## src/rtl/output_buffer_ctrl_pkg.sv

```systemverilog
// ----------------------------------------------------------------------------
// output_buffer_ctrl_pkg
//   Shared configuration for the output-buffer sequencer: default array
//   geometry (overridable through the ARRAYWIDTH / DSP_DELAY macros), the
//   FSM state encoding and a constant-safe ceil(log2) helper for counter
//   widths.
// ----------------------------------------------------------------------------
`ifndef ARRAYWIDTH
`define ARRAYWIDTH 8
`endif
`ifndef DSP_DELAY
`define DSP_DELAY 3
`endif

package output_buffer_ctrl_pkg;

   localparam int DEF_ARRAYWIDTH = `ARRAYWIDTH;
   localparam int DEF_DSP_DELAY  = `DSP_DELAY;
   localparam int DEF_KTILE_W    = 8;

   typedef enum logic [2:0] {
      S_IDLE  = 3'd0,
      S_CLEAR = 3'd1,
      S_LOAD  = 3'd2,
      S_NEXT  = 3'd3,
      S_DRAIN = 3'd4,
      S_DONE  = 3'd5
   } state_t;

   // Never returns less than 1 so a counter always has at least one bit.
   function automatic int clog2(input int value);
      int w;
      w = 1;
      while ((1 << w) < value) begin
         w = w + 1;
      end
      return w;
   endfunction

endpackage

```

## src/rtl/output_buffer_ctrl.sv

```systemverilog
// ----------------------------------------------------------------------------
// output_buffer_ctrl
//   Sequences the systolic-array output buffer for one output-tile job:
//   CLEAR, then K accumulation passes of ARRAYWIDTH*DSP_DELAY load beats
//   (separated by a one-cycle NEXT), then ARRAYWIDTH drain beats and a
//   one-cycle done pulse.
// Ports
//   clk, rst             clock (rising edge), asynchronous active-low reset
//   start, num_ktiles    job request from the scheduler and pass count
//   abort                synchronous abort of a running job
//   res_valid, out_ready flow control from the array / downstream
//   load_en, load_clear, acc_enable, acc_clear, out_en  buffer strobes
//   out_valid, busy, done status to downstream / scheduler
// ----------------------------------------------------------------------------
module output_buffer_ctrl
   import output_buffer_ctrl_pkg::*;
#(
   parameter int ARRAYWIDTH = DEF_ARRAYWIDTH,
   parameter int DSP_DELAY  = DEF_DSP_DELAY,
   parameter int KTILE_W    = DEF_KTILE_W
) (
   input  logic               clk,
   input  logic               rst,
   input  logic               start,
   input  logic [KTILE_W-1:0] num_ktiles,
   input  logic               abort,
   input  logic               res_valid,
   input  logic               out_ready,
   output logic               load_en,
   output logic               load_clear,
   output logic               acc_enable,
   output logic               acc_clear,
   output logic               out_en,
   output logic               out_valid,
   output logic               busy,
   output logic               done
);

   localparam int LOAD_BEATS = ARRAYWIDTH * DSP_DELAY;
   localparam int LCNT_W     = clog2(LOAD_BEATS);
   localparam int DCNT_W     = clog2(ARRAYWIDTH);

   localparam logic [LCNT_W-1:0]  LOAD_LAST  = LCNT_W'(LOAD_BEATS - 1);
   localparam logic [DCNT_W-1:0]  DRAIN_LAST = DCNT_W'(ARRAYWIDTH - 1);
   localparam logic [LCNT_W-1:0]  L_ONE      = LCNT_W'(1'b1);
   localparam logic [DCNT_W-1:0]  D_ONE      = DCNT_W'(1'b1);
   localparam logic [KTILE_W-1:0] K_ONE      = KTILE_W'(1'b1);

   state_t               r_state;
   state_t               w_next;
   logic [LCNT_W-1:0]    r_load_cnt;
   logic [DCNT_W-1:0]    r_drain_cnt;
   logic [KTILE_W-1:0]   r_tile_cnt;
   logic [KTILE_W-1:0]   r_k;

   logic                 w_abort;
   logic                 w_start;
   logic                 w_last_pass;
   logic [KTILE_W-1:0]   w_k_in;
   logic                 w_load_en;
   logic                 w_load_clear;
   logic                 w_acc_enable;
   logic                 w_acc_clear;
   logic                 w_out_en;
   logic                 w_done;

   // abort only matters while a job is running; start only while idle
   assign w_abort     = abort && (r_state != S_IDLE);
   assign w_start     = start && (r_state == S_IDLE);
   assign w_k_in      = (num_ktiles == {KTILE_W{1'b0}}) ? K_ONE : num_ktiles;
   assign w_last_pass = (r_tile_cnt == (r_k - K_ONE));

   // State register
   always_ff @(posedge clk or negedge rst) begin
      if (!rst) begin
         r_state <= S_IDLE;
      end else begin
         r_state <= w_next;
      end
   end

   // Next-state and strobe decode; abort overrides everything for one cycle
   always_comb begin
      w_next       = r_state;
      w_load_en    = 1'b0;
      w_load_clear = 1'b0;
      w_acc_enable = 1'b0;
      w_acc_clear  = 1'b0;
      w_out_en     = 1'b0;
      w_done       = 1'b0;
      if (w_abort) begin
         w_load_clear = 1'b1;
         w_acc_clear  = 1'b1;
         w_next       = S_IDLE;
      end else begin
         case (r_state)
            S_IDLE: begin
               if (start) begin
                  w_next = S_CLEAR;
               end else begin
                  w_next = S_IDLE;
               end
            end
            S_CLEAR: begin
               w_load_clear = 1'b1;
               w_acc_clear  = 1'b1;
               w_next       = S_LOAD;
            end
            S_LOAD: begin
               w_load_en    = res_valid;
               w_acc_enable = (r_tile_cnt != {KTILE_W{1'b0}});
               if (res_valid && (r_load_cnt == LOAD_LAST)) begin
                  w_next = w_last_pass ? S_DRAIN : S_NEXT;
               end else begin
                  w_next = S_LOAD;
               end
            end
            S_NEXT: begin
               w_load_clear = 1'b1;
               w_next       = S_LOAD;
            end
            S_DRAIN: begin
               w_out_en = out_ready;
               if (out_ready && (r_drain_cnt == DRAIN_LAST)) begin
                  w_next = S_DONE;
               end else begin
                  w_next = S_DRAIN;
               end
            end
            S_DONE: begin
               w_done = 1'b1;
               w_next = S_IDLE;
            end
            default: begin
               w_next = S_IDLE;
            end
         endcase
      end
   end

   // Load beat counter, restarted at the top of every pass
   always_ff @(posedge clk or negedge rst) begin
      if (!rst) begin
         r_load_cnt <= {LCNT_W{1'b0}};
      end else if (w_abort || (r_state == S_CLEAR) || (r_state == S_NEXT)) begin
         r_load_cnt <= {LCNT_W{1'b0}};
      end else if (w_load_en) begin
         r_load_cnt <= r_load_cnt + L_ONE;
      end else begin
         r_load_cnt <= r_load_cnt;
      end
   end

   // Drain beat counter; returns to 0 after the last beat for any ARRAYWIDTH
   always_ff @(posedge clk or negedge rst) begin
      if (!rst) begin
         r_drain_cnt <= {DCNT_W{1'b0}};
      end else if (w_abort || (r_state == S_CLEAR)) begin
         r_drain_cnt <= {DCNT_W{1'b0}};
      end else if (w_out_en) begin
         r_drain_cnt <= (r_drain_cnt == DRAIN_LAST) ? {DCNT_W{1'b0}} : (r_drain_cnt + D_ONE);
      end else begin
         r_drain_cnt <= r_drain_cnt;
      end
   end

   // Accumulation pass counter
   always_ff @(posedge clk or negedge rst) begin
      if (!rst) begin
         r_tile_cnt <= {KTILE_W{1'b0}};
      end else if (w_abort || w_start) begin
         r_tile_cnt <= {KTILE_W{1'b0}};
      end else if (r_state == S_NEXT) begin
         r_tile_cnt <= r_tile_cnt + K_ONE;
      end else begin
         r_tile_cnt <= r_tile_cnt;
      end
   end

   // Pass count latched at job start so later num_ktiles changes are ignored
   always_ff @(posedge clk or negedge rst) begin
      if (!rst) begin
         r_k <= K_ONE;
      end else if (w_start) begin
         r_k <= w_k_in;
      end else begin
         r_k <= r_k;
      end
   end

   assign load_en    = w_load_en;
   assign load_clear = w_load_clear;
   assign acc_enable = w_acc_enable;
   assign acc_clear  = w_acc_clear;
   assign out_en     = w_out_en;
   assign out_valid  = w_out_en;
   assign busy       = (r_state != S_IDLE);
   assign done       = w_done;

endmodule

```

## config.mk

```make
export PLATFORM = sky130hd
export DESIGN_NAME = output_buffer_ctrl
export DESIGN_NICKNAME = d
export VERILOG_FILES = /design/src/rtl/output_buffer_ctrl_pkg.sv /design/src/rtl/output_buffer_ctrl.sv
export SDC_FILE = /design/constraint.sdc
export NUM_CORES = 1
export LEC_CHECK = 0
export ABC_AREA = 1
export BUFFER_PORTS_ARGS = -buffer_cell sky130_fd_sc_hd__buf_4
export CORE_MARGIN = 5
export CORE_UTILIZATION = 40
export CTS_CLUSTER_DIAMETER = 40
export DETAILED_ROUTE_END_ITERATION = 10
export PLACE_DENSITY = 0.55
export SLEW_MARGIN = 20
export SYNTH_ARGS = -nofsm -noshare
export SYNTH_HDL_FRONTEND = slang
export SYNTH_SLANG_ARGS = --single-unit
```

## constraint.sdc

```tcl
create_clock -name clk -period 1.9 [get_ports clk]
set_input_delay 0.285 -clock clk [delete_from_list [all_inputs] [get_ports clk]]
set_output_delay 0.285 -clock clk [all_outputs]
set_load 0.01 [all_outputs]
```

==> results_dict.tcl <==
set metrics [dict create \
    syn_area_mm2 0.00169 \
    path_clk_slew_ns 0.09 \
    period_needed_ns 1.80 \
    die_w_um 75.1 \
    leakage_nw 1.05 \
    seq_area_frac_synth 0.400 \
    fmax_mhz 556 \
    syn_area_per_cell_um2 7.39 \
    async_flop_share 1.00 \
    vias 1487 \
    finalPower_w 0.00231 \
    path_class "register to output pin" \
    grt_pass1_vias 1456 \
    place_area_mm2 0.00193 \
    clock_skew_ns 0.00299 \
    synthFlopType "dfrtp_1" \
    yosys.area_share.simple 0.350 \
    num_antenna_cells 0 \
    grt_start_max_net_pins 28 \
    ys_ff_latch 27 \
    wl_per_cell_um 11.9 \
    netlist_instances 229 \
    rows 23 \
    crit_path_frequent_cell "nand2_2" \
    fin_hold_ws_ns 0.222 \
    worst-path-buf-inv 2 \
    place_inst 302 \
    start_util 0.417 \
    portBuffers 21 \
    worst_path_largest_cell_delay_ns 0.46 \
    dieArea_mm2 0.00563 \
    coreArea_mm2 0.00406 \
    worst_pin_slew_ns 0.493 \
    synth_most_common_cell "nand2_1" \
    drc 0 \
    maxSlewHeadroom 0.668 \
    synth_top_area_share 0.384 \
    required_ns 1.62 \
    synthMuxAreaShare 0 \
    fillers 406 \
    drt_wl_total_um 3690 \
    path_max_fanout 4 \
    clock_tree.root_cell "clkbuf_8" \
    cts.sinks 27 \
    synth_compound_area_frac 0.0939 \
    antenna_found_initial 0 \
    status "complete, no violations" \
    cp-end-kind "output pin" \
    slowest_stage "dfrtp_2" \
    finalNetCount 282 \
    hp-class "primary input to register" \
    clock_path_buffers 2 \
    ys_warn_count 0 \
    r2r_slack_ns 0.16 \
    hold_violations 0 \
    synth-xor-area-share 0.0207 \
    power-per-cell-area_mw_per_mm2 1120 \
    globalplace.congestion 0.806 \
    postRouteAntennaNets 0 \
    ys_top_cells_by_count "nand2_1 (59), inv_1 (36), dfrtp_1 (26), nand3_1 (22), nor2_1 (18)" \
    synth_cell_types 30 \
    drv_cap 0 \
    cts_buffers 3 \
    syn-num-nets 249 \
    post-route-period-util 0.947 \
    boundaryPins 22 \
    synth-edff-count 0 \
    drt-initial-drc-count 75 \
    setup-violations-final 0 \
    yosys.area.top_type "dfrtp_1" \
    synth_fa_ha_area_frac 0.0443 \
    drive_gt1_frac 0.215 \
    fin_area_mm2 0.00206 \
    startpoint_type "register" \
    cp.arrival_ns 1.51 \
    path_delay_family "simple AND/OR/NAND/NOR gates" \
    synth_top_family_by_area "simple AND/OR/NAND/NOR gates" \
    dr.pass1.iters 4 \
    vias_per_cell 4.78 \
    final_core_util 0.507 \
    slew_viol_final 0 \
    die_y_um 75.1 \
    htreeDepth 1 \
    grt_pass1_wl_um 6580 \
    ir_drop_mv 0.495 \
    grt.total_usage 0.149 \
    grt_overflow 0 \
    instances_no_fill 311 \
    crit_chain "nor2_4 -> nand2_2 -> nand2_2 -> nand2_2 -> nor2_4 -> inv_1 -> buf_4" \
    synth.area.top_cells "dfrtp_1 (38%), nand2_1 (13%), inv_1 (8.0%), nand3_1 (6.5%), ha_1 (4.4%)" \
    clock_latency_ns 0.27 \
    cts_tree "yes" \
    area_growth_pct 21.6 \
    dp_hpwl_um 2830 \
]
tightest hold or removal path: stages:
cell and delay [ns]:
buf_4 0.08, nand2_1 0.04, nand2_1 0.05
cell usage in the layout (no fill, tap or decap), types with 3 or more instances in the layout:
| cell type | instances |
|---|---|
| buf_4 | 28 |
| dfrtp_1 | 25 |
| nor3_1 | 5 |
| nand2_2 | 4 |
| ha_1 | 5 |
| a21oi_1 | 10 |
| inv_2 | 3 |
| o21ai_0 | 14 |
| nor2_4 | 4 |
| nand3_1 | 21 |
| xor2_1 | 3 |
| nor2_1 | 17 |
| nand2_1 | 59 |
| inv_1 | 35 |
| clkbuf_8 | 3 |
kinds of logic (layout without fill, tap and decap cells):
logic type,after synthesis,count (layout)
buffers and inverters,40,72
flip-flops,27,27
XOR/XNOR,4,4
AO/OA/AOI/OAI,29,29
AND/OR/NAND/NOR,123,123
adder cells (fa/ha/maj),6,6
per-stage QoR:
stage               setup slack (ns)  setup TNS [ns]
floorplan                      0.220               0
global placement               0.152               0
detailed placement             0.132               0
CTS                           0.0119               0
global route                -0.00805        -0.00805
finish                         0.101               0
registers in the layout, summed over array words and instances (netlist names):
| signal | flops |
|---|---|
| r_drain_cnt | 3 |
| r_k | 8 |
| r_tile_cnt | 8 |
| r_load_cnt | 5 |
| r_state | 3 |
metal layers:
layer  track usage  vias up  part of all wire
met3        0.0214        2             0.022
met1         0.209      672              0.50
met2         0.238       18              0.47
met4        0.0415        0            0.0062
li1              -      795                 -
met5             0        -                 0
final timing paths:
path | startpoint | to | depth (start not counted)
worst min-delay path | num_ktiles[4] | r_k[4] | 3
worst max-delay path | r_state[0] | load_clear | 7
worst max register to register | r_k[0] | r_state[1] | 13
worst min register to register | r_load_cnt[4] | r_load_cnt[4] | 2
max in group asynchronous | rst | r_k[0] | 2
min in group asynchronous | rst | r_load_cnt[2] | 2
power by group:
group | switching [W] | internal [W] | total [W]
clock | 0.000184 | 0.000150 | 0.000334
combinational | 0.000704 | 0.000445 | 0.00115
sequential | 0.000120 | 0.000706 | 0.000826
total | 0.00101 | 0.00130 | 0.00231
cell type report:
class	instances	area (um2)	area share
timing repair buffer	29	220	0.107
clock buffer	4	45.0	0.0219
multi-input combinational	162	906	0.440
tap	50	62.6	0.0304
inverter	39	146	0.0711
sequential	27	678	0.329
repair_timing:
| item | 4_1_cts | 5_1_grt |
|---|---|---|
| hold endpoints to repair | 26 | 0 |
| pin swaps | 0 | 7 |
| hold buffers | 1 | 0 |
| gates resized for setup | 1 | 8 |
| setup endpoints to repair | 1 | 6 |
| setup buffers | 0 | 4 |
| cloned | 0 | 0 |
Note: power is estimated with default switching activity, not from simulation.
